<file path="src/rtl/led_sched_pkg.sv">
// Shared types and pattern helpers for the LED effect scheduler.
package led_sched_pkg;

  typedef enum logic [1:0] {
    IDLE  = 2'd0,
    FILL  = 2'd1,
    DOT   = 2'd2,
    PAUSE = 2'd3
  } state_e;

  typedef enum logic [1:0] {
    MODE_FILL     = 2'b00,
    MODE_DOT      = 2'b01,
    MODE_FILL_DOT = 2'b10,
    MODE_DOT_FILL = 2'b11
  } mode_e;

  // Top k+1 bits set: 80, C0, E0 ... FF.
  function automatic logic [7:0] fill_pat(input logic [2:0] k);
    return 8'hFF << (3'd7 - k);
  endfunction

  function automatic logic [7:0] dot_pat(input logic [2:0] k);
    return 8'h80 >> k;
  endfunction

  function automatic state_e first_effect(input mode_e m);
    return (m == MODE_DOT || m == MODE_DOT_FILL) ? DOT : FILL;
  endfunction

  function automatic logic is_alternating(input mode_e m);
    return (m == MODE_FILL_DOT) || (m == MODE_DOT_FILL);
  endfunction

endpackage

</file>
<file path="src/rtl/led_effect_scheduler_tick_gen.sv">
// Step-rate prescaler: one-cycle tick every PRESCALE enabled clocks.
module led_tick_gen #(
  parameter int unsigned PRESCALE = 4
) (
  input  logic ck,
  input  logic rs,
  input  logic en,
  input  logic clr,
  output logic tick
);

  localparam int unsigned CW = (PRESCALE > 1) ? $clog2(PRESCALE) : 1;
  localparam logic [CW-1:0] LAST = CW'(PRESCALE - 1);

  logic [CW-1:0] cnt_q, cnt_d;

  assign tick = en && (cnt_q == LAST);

  // NOTE: next-state defaults come first so every path assigns cnt_d and no latch is inferred.
  always_comb begin
    cnt_d = cnt_q;
    if (clr) begin
      cnt_d = '0;
    end else if (en) begin
      cnt_d = tick ? '0 : cnt_q + 1'b1;
    end
  end

  // NOTE: state registers use non-blocking assignments so all flops update together at the edge.
  always_ff @(posedge ck) begin
    if (!rs) begin
      cnt_q <= '0;
    end else begin
      cnt_q <= cnt_d;
    end
  end

endmodule

</file>
<file path="src/rtl/led_effect_scheduler.sv">
// Plays fill/dot LED effects singly or alternately for a set number of cycles with blank pauses.
module led_effect_scheduler
  import led_sched_pkg::*;
#(
  parameter int unsigned PRESCALE    = 4,
  parameter int unsigned PAUSE_TICKS = 2
) (
  input  logic       ck,
  input  logic       rs,
  input  logic       start,
  input  logic       stop,
  input  logic [1:0] mode,
  input  logic [3:0] reps,
  output logic [7:0] led,
  output logic       busy,
  output logic       done,
  output logic       tick
);

  localparam int unsigned PW = (PAUSE_TICKS > 1) ? $clog2(PAUSE_TICKS) : 1;
  localparam logic [PW-1:0] PAUSE_LAST = PW'((PAUSE_TICKS > 0) ? PAUSE_TICKS - 1 : 0);

  state_e        state_q, state_d;
  mode_e         mode_q, mode_d;
  logic [2:0]    k_q, k_d;
  logic [3:0]    rem_q, rem_d;
  logic          cont_q, cont_d;
  logic          phase_q, phase_d;
  logic [PW-1:0] pcnt_q, pcnt_d;
  logic [7:0]    led_q, led_d;
  logic          done_q, done_d;
  logic          start_acc;

  led_tick_gen #(.PRESCALE(PRESCALE)) u_tick_gen (
    .ck   (ck),
    .rs   (rs),
    .en   (busy),
    .clr  (start_acc),
    .tick (tick)
  );

  assign busy = (state_q != IDLE);
  assign led  = led_q;
  assign done = done_q;

  always_comb begin
    state_d   = state_q;
    mode_d    = mode_q;
    k_d       = k_q;
    rem_d     = rem_q;
    cont_d    = cont_q;
    phase_d   = phase_q;
    pcnt_d    = pcnt_q;
    led_d     = led_q;
    done_d    = 1'b0;
    start_acc = 1'b0;

    unique case (state_q)
      IDLE: begin
        if (start && !stop) begin
          start_acc = 1'b1;
          mode_d    = mode_e'(mode);
          rem_d     = reps;
          cont_d    = (reps == 4'd0);
          phase_d   = 1'b0;
          k_d       = 3'd0;
          state_d   = first_effect(mode_e'(mode));
          led_d     = 8'h80;
        end
      end

      FILL, DOT: begin
        if (stop) begin
          state_d = IDLE;
          led_d   = 8'h00;
        end else if (tick) begin
          if (k_q != 3'd7) begin
            k_d   = k_q + 3'd1;
            led_d = (state_q == FILL) ? fill_pat(k_q + 3'd1) : dot_pat(k_q + 3'd1);
          end else if (is_alternating(mode_q) && !phase_q) begin
            phase_d = 1'b1;
            k_d     = 3'd0;
            state_d = (state_q == FILL) ? DOT : FILL;
            led_d   = 8'h80;
          end else if (!cont_q && rem_q == 4'd1) begin
            state_d = IDLE;
            led_d   = 8'h00;
            done_d  = 1'b1;
          end else begin
            if (!cont_q) rem_d = rem_q - 4'd1;
            phase_d = 1'b0;
            k_d     = 3'd0;
            pcnt_d  = '0;
            if (PAUSE_TICKS == 0) begin
              state_d = first_effect(mode_q);
              led_d   = 8'h80;
            end else begin
              state_d = PAUSE;
              led_d   = 8'h00;
            end
          end
        end
      end

      PAUSE: begin
        if (stop) begin
          state_d = IDLE;
          led_d   = 8'h00;
        end else if (tick) begin
          if (pcnt_q == PAUSE_LAST) begin
            state_d = first_effect(mode_q);
            k_d     = 3'd0;
            led_d   = 8'h80;
          end else begin
            pcnt_d = pcnt_q + 1'b1;
          end
        end
      end
    endcase
  end

  always_ff @(posedge ck) begin
    if (!rs) begin
      state_q <= IDLE;
      mode_q  <= MODE_FILL;
      k_q     <= 3'd0;
      rem_q   <= 4'd0;
      cont_q  <= 1'b0;
      phase_q <= 1'b0;
      pcnt_q  <= '0;
      led_q   <= 8'h00;
      done_q  <= 1'b0;
    end else begin
      state_q <= state_d;
      mode_q  <= mode_d;
      k_q     <= k_d;
      rem_q   <= rem_d;
      cont_q  <= cont_d;
      phase_q <= phase_d;
      pcnt_q  <= pcnt_d;
      led_q   <= led_d;
      done_q  <= done_d;
    end
  end

endmodule

</file>
<file path="config.mk">
export PLATFORM = sky130hd
export DESIGN_NAME = led_effect_scheduler
export DESIGN_NICKNAME = d
export VERILOG_FILES = /design/src/rtl/led_sched_pkg.sv /design/src/rtl/led_effect_scheduler_tick_gen.sv /design/src/rtl/led_effect_scheduler.sv
export SDC_FILE = /design/constraint.sdc
export NUM_CORES = 1
export LEC_CHECK = 0
export ABC_AREA = 1
export BUFFER_PORTS_ARGS = -buffer_cell sky130_fd_sc_hd__buf_2
export CORE_UTILIZATION = 62
export DETAILED_ROUTE_END_ITERATION = 8
export GPL_ROUTABILITY_DRIVEN = 0
export PLACE_DENSITY = 0.85
export REMOVE_ABC_BUFFERS = 1
export SYNTH_ARGS = -nofsm -noshare
export SYNTH_HDL_FRONTEND = slang
export SYNTH_HIERARCHICAL = 1
export SYNTH_SLANG_ARGS = --single-unit
</file>
<file path="constraint.sdc">
create_clock -name ck -period 4 [get_ports ck]
set_clock_uncertainty 0.15 [all_clocks]
set_input_delay 0.8 -clock ck [delete_from_list [all_inputs] [get_ports ck]]
set_output_delay 0.8 -clock ck [all_outputs]
set_load 0.02 [all_outputs]
</file>
# Word level (Yosys, flattened, before mapping)
# Index checks and enable logic that the tools add are counted.
[word_totals]
register_bits = 25
out_inout_bits = 11
[classes]
add_sub_neg = 5
n_eq_ne = 27
n_shift = 2
n_mux = 60
bitwise = 3
n_reduce_logical = 25
[op_table]
columns = ["op", "n"]
rows = [
  ["8-bit 2-to-1 mux", 9],
  ["4-bit 2-to-1 mux", 7],
  ["3-bit 2-to-1 mux", 9],
  ["2-bit 2-to-1 mux", 13],
  ["8-bit case mux with 3 select lines", 1],
  ["1-bit 2-to-1 mux", 16],
  ["2-bit inequality test, second input constant", 8],
  ["8-bit AND reduction", 2],
  ["2-bit == test, second input constant", 6],
  ["3-bit inequality test, second input constant", 4],
  ["3-bit case mux with 3 select lines", 1],
  ["4-bit case mux with 2 select lines", 1],
  ["8-bit by 3-bit << shifter with 8-bit output, first input constant", 1],
  ["8-bit by 3-bit >> shifter with 8-bit output, first input constant", 1],
  ["7-bit AND reduction", 1],
  ["2-bit by 1-bit == test with 1-bit output, second input constant", 3],
  ["3-bit by 2-bit inequality test with 1-bit output, second input constant", 2],
  ["2-bit case mux with 3 select lines", 1],
  ["6-bit AND reduction", 1],
  ["2-bit nonzero test", 3],
  ["6-bit OR reduction", 1],
  ["5-bit AND reduction", 1],
  ["4-bit by 1-bit == test with 1-bit output, second input constant", 1],
  ["1-bit logical AND", 4],
  ["other kinds (16)", 25],
]

# Logic depth before layout (Yosys ltp)
[depth]
word_depth = 8
ltp_mapped = 13
mapped_depth_nobuf = 13

# Hierarchy
# The synthesis kept the hierarchy.
[modules_own_cells]
columns = ["mod", "instances", "cells_each", "area_each_um2"]
rows = [
  ["led_effect_scheduler", 1, 247, 1549.0],
  ["led_tick_gen", 1, 16, 108.9],
]

# Worst setup path before layout
# OpenSTA, ideal clock, no wires.
[synth_timing]
path_kind = "flip-flop to output port"
startpoint = "reg state_q[0]"
endpoint = "out tick"
arrival_time_ns = 1.131
required_ns = 3.050
setup_slack_ns = 1.919
path_stages_with_launch = 6
path_buffers = 0
path_cell_list = "dfxtp_1 > inv_1 > ha_1 > inv_1 > nand2_1 > inv_1"
[synth_between]
elab_chain_len = 2
[synth_rtl]
columns = ["element", "line_no", "rtl"]
rows = [
  ["start, declared", "led_effect_scheduler.sv:23", "state_e state_q, state_d;"],
  ["start signal, assigned", "led_effect_scheduler.sv:134", "state_q <= state_d;"],
  ["2-bit nonzero test", "led_effect_scheduler.sv:42", "assign busy = (state_q != IDLE);"],
  ["named net busy", "led_effect_scheduler.sv:15", "output logic busy,"],
  ["1-bit logical AND", "led_effect_scheduler_tick_gen.sv:17", "assign tick = en && (cnt_q == LAST);"],
  ["end, declared", "led_effect_scheduler.sv:17", "output logic tick"],
]
# The timed path passes the listed nets, and every way through them passes these cells.

# Worst setup path after layout
[layout_timing]
startpoint = "reg state_q[0]"
endpoint = "out tick"
[layout_between]
elab_chain_len = 2
[layout_rtl]
columns = ["element", "line_no"]
rows = [
  ["2-bit nonzero test", "led_effect_scheduler.sv:42"],
  ["1-bit logical AND", "led_effect_scheduler_tick_gen.sv:17"],
]
# No other way between the ends.

==> summary.md <==
| Metric | Value |
|---|---|
| Status | complete, no violations |
| Root cell of the clock tree | clkbuf_4 |
| Largest net degree at the start of global routing | 19 |
| Simple-gate area share of the yosys netlist | 41.43% |
| Power share of the combinational group | 59.3% |
| Via count | 1584 |
| Largest family of logic cells by synthesized area | simple AND/OR/NAND/NOR gates |
| Drt wl/cell | 10.38 um |
| Number of vias per cell | 5.045 |
| # diodes | 0 |
| GRT Total Usage | 25.69% |
| Least-Margin Pin Slew | 0.4707 ns |
| Clock Pin Slew Worst Setup and Hold Paths | 0.14 ns |
| Die height | 53.71 um |
| Post-synthesis adder-cell area fraction | 10.57% |
| Post-Syn Area | 0.001658 mm^2 |
| DR DRC count | 0 |
| I/O Buffers | 20 |
| Depth of the most critical reg-to-reg path | 10 |
| Initial DRC count | 49 |
| Antenna violations before repair | 0 |
| Synth warn | 6 |
| Post CTS Setup Buffer Count | 0 |
| Hold buffer count at CTS | 0 |
| GRT overflow | 0 |
| XOR/XNOR Fraction of Synth Area | 0% |
| P_leak | 0.9329 nW |
| Worst setup path endpoint | tick |
| # IOs | 21 |
| Final min period | 2.485 ns |
| ANT nets after route | 0 |
| Seq pwr share | 30.4% |
| Post-CTS sizing | 0 |
| Die width | 53.71 um |
| Clock buffer depth | 2 |
| Syn Area/Cell | 6.304 um^2 |
| DRT Pass-1 Iters | 5 |
| Unique masters post-synth | 25 |
| Worst Setup SP | state_q[0] |
| Number of max-cap violations | 0 |
| Internal Power | 0.0005588 W |
| Startpoint type of the worst setup path | flip-flop |
| Area grow syn2layout | 8.453% |
| Fmax | 402.5 MHz |
| Most frequent cells in the layout | 79 x nand2_1, 42 x nor2_1, 33 x inv_1 |
| CTS tree | yes |
| Synth Instances | 263 |
| Max Transition Viols Final | 0 |
| Crit path DAT | 1.53 ns |
| CP Class | flip-flop to primary output |
| Die Area | 0.002885 mm^2 |
| Critical Path Fanout Max | 7 |
| RSZ-0062 raised after global routing | no |
| # setup viols final | 0 |
| Clock Power Share | 10.3% |
| Fin. Hold Viols | 0 |
| Clock insertion delay at the later pin of the skew report | 0.32 ns |
| Reg-to-reg startpoint | state_q[0] |
| Worst r2r dst | rem_q[1] |
| First-pass GRT wire length | 5451 um |
| Final setup TNS | 0 ns |
| P_sw | 0.0005462 W |
| Starting Density | 66.32% |
| Peak VDD IR | 0.4851 mV |
| H-tree levels | 1 |
| Sw frac | 49.43% |
| Final WL | 3259 um |
| Row count | 18 |
| CTS buffer count | 3 |
| Core ar. | 0.002500 mm^2 |
| Compound-cell area share of the yosys netlist | 7.925% |
| Power Dens Cells | 614.6 mW/mm^2 |
| Final nets | 309 |
| Max-slew headroom | 68.62% |
| Most common cell after layout, fill and taps aside | nand2_1 |
| Hold Crit Class | flip-flop to flip-flop |
| Fraction of layout cells with a size suffix above 1 | 12.68% |
| Detail Placement HPWL | 2526 um |
| Seq/Total Area, Yosys | 30.19% |
| Fin util | 71.92% |
| Tot Pwr | 0.001105 W |
| Worst R2R Setup Slack | 1.91 ns |
| Vias in the first global route | 1371 |
| Worst path required time | 3.05 ns |
| Seq cells post-synth | 25 |
| Period utilization | 62.12% |
| Crit end category | primary output |
| Post-synthesis mux area share | 0% |
| Clk sinks | 25 |
area by class of cell:
type                       instances  area (um^2)
timing repair buffer              20        100.1
tap                               30        37.54
multi-input combinational        199        993.5
fill                             229        701.9
sequential                        25        500.5
clock buffer                       4        26.28
inverter                          36        140.1
power groups by stage:
stage | sequential (W) | clock [W] | combinational, W
after floorplan | 0.000348 | 0 | 0.000508
after global placement | 0.000341 | 0 | 0.000642
after detailed placement | 0.000341 | 0 | 0.000647
after CTS | 0.000336 | 0.000116 | 0.000650
after global routing | 0.000342 | 0.000124 | 0.000765
final | 0.000336 | 0.000113 | 0.000656
worst max-delay path: stages, from the launching register on:
cell and delay [ns]:
dfxtp_1 0.38, inv_1 0.08, ha_1 0.23, inv_1 0.17, nand2_1 0.07, inv_1 0.10
buf_2 0.17
per-layer routing:
layer | up-vias | global-route usage, % | part of all wire, %
met5 | - | 0 | 0
met4 | 0 | 5.263 | 0.98
met3 | 5 | 3.390 | 3.8
met2 | 31 | 43.42 | 45
met1 | 682 | 34.60 | 50
li1 | 866 | - | -
worst min path at each step:
stage,slack (ns),cells past startpoint,end,start
floorplan,0.29,2,mode_q[0],mode_q[0]
global placement,0.30,2,led[2],led[2]
detailed placement,0.31,2,led[6],led[6]
CTS,0.33,2,led[6],led[6]
global route,0.35,2,led[6],led[6]
finish,0.32,2,led[6],led[6]
sequential cells by signal (all words and copies together) (netlist names):
| name | count |
|---|---|
| phase_q | 1 |
| pcnt_q | 1 |
| done | 1 |
| k_q | 3 |
| state_q | 2 |
| mode_q | 2 |
| cont_q | 1 |
| led | 8 |
| rem_q | 4 |
| u_tick_gen/cnt_q | 2 |
metrics by stage:
| stage | instances | area [um^2] | setup slack (ns) | hold WS [ns] |
|---|---|---|---|---|
| 2_1_floorplan | 260 | 1634 | 1.919 | 0.2940 |
| 3_5_place_dp | 310 | 1772 | 1.893 | 0.3062 |
| 3_3_place_gp | 310 | 1772 | 1.931 | 0.3034 |
| 4_1_cts | 314 | 1798 | 1.519 | 0.3255 |
| 5_1_grt | 314 | 1798 | 1.390 | 0.3476 |
| 6_report | 314 | 1798 | 1.515 | 0.3234 |
synth_stat cells (all sizes together):
master | n | area share [%]
nand2 | 82 | 19
nor2 | 44 | 11
inv | 36 | 8.5
nand3 | 26 | 8.6
dfxtp | 25 | 30
a21oi | 15 | 4.8
ha | 14 | 11
o21ai | 9 | 2.7
buf | 3 | 1.4
nor3 | 2 | 0.91
nor4 | 2 | 0.75
or2 | 2 | 0.75
nand3b | 1 | 0.45
nand4 | 1 | 0.38
o21a | 1 | 0.45
cells by family after synthesis:
logic type / Yosys count
simple gates: 160
fa+ha+maj: 14
buf+inv: 39
flops: 25
compound gates: 25
Note: power is estimated with default switching activity, not from simulation.
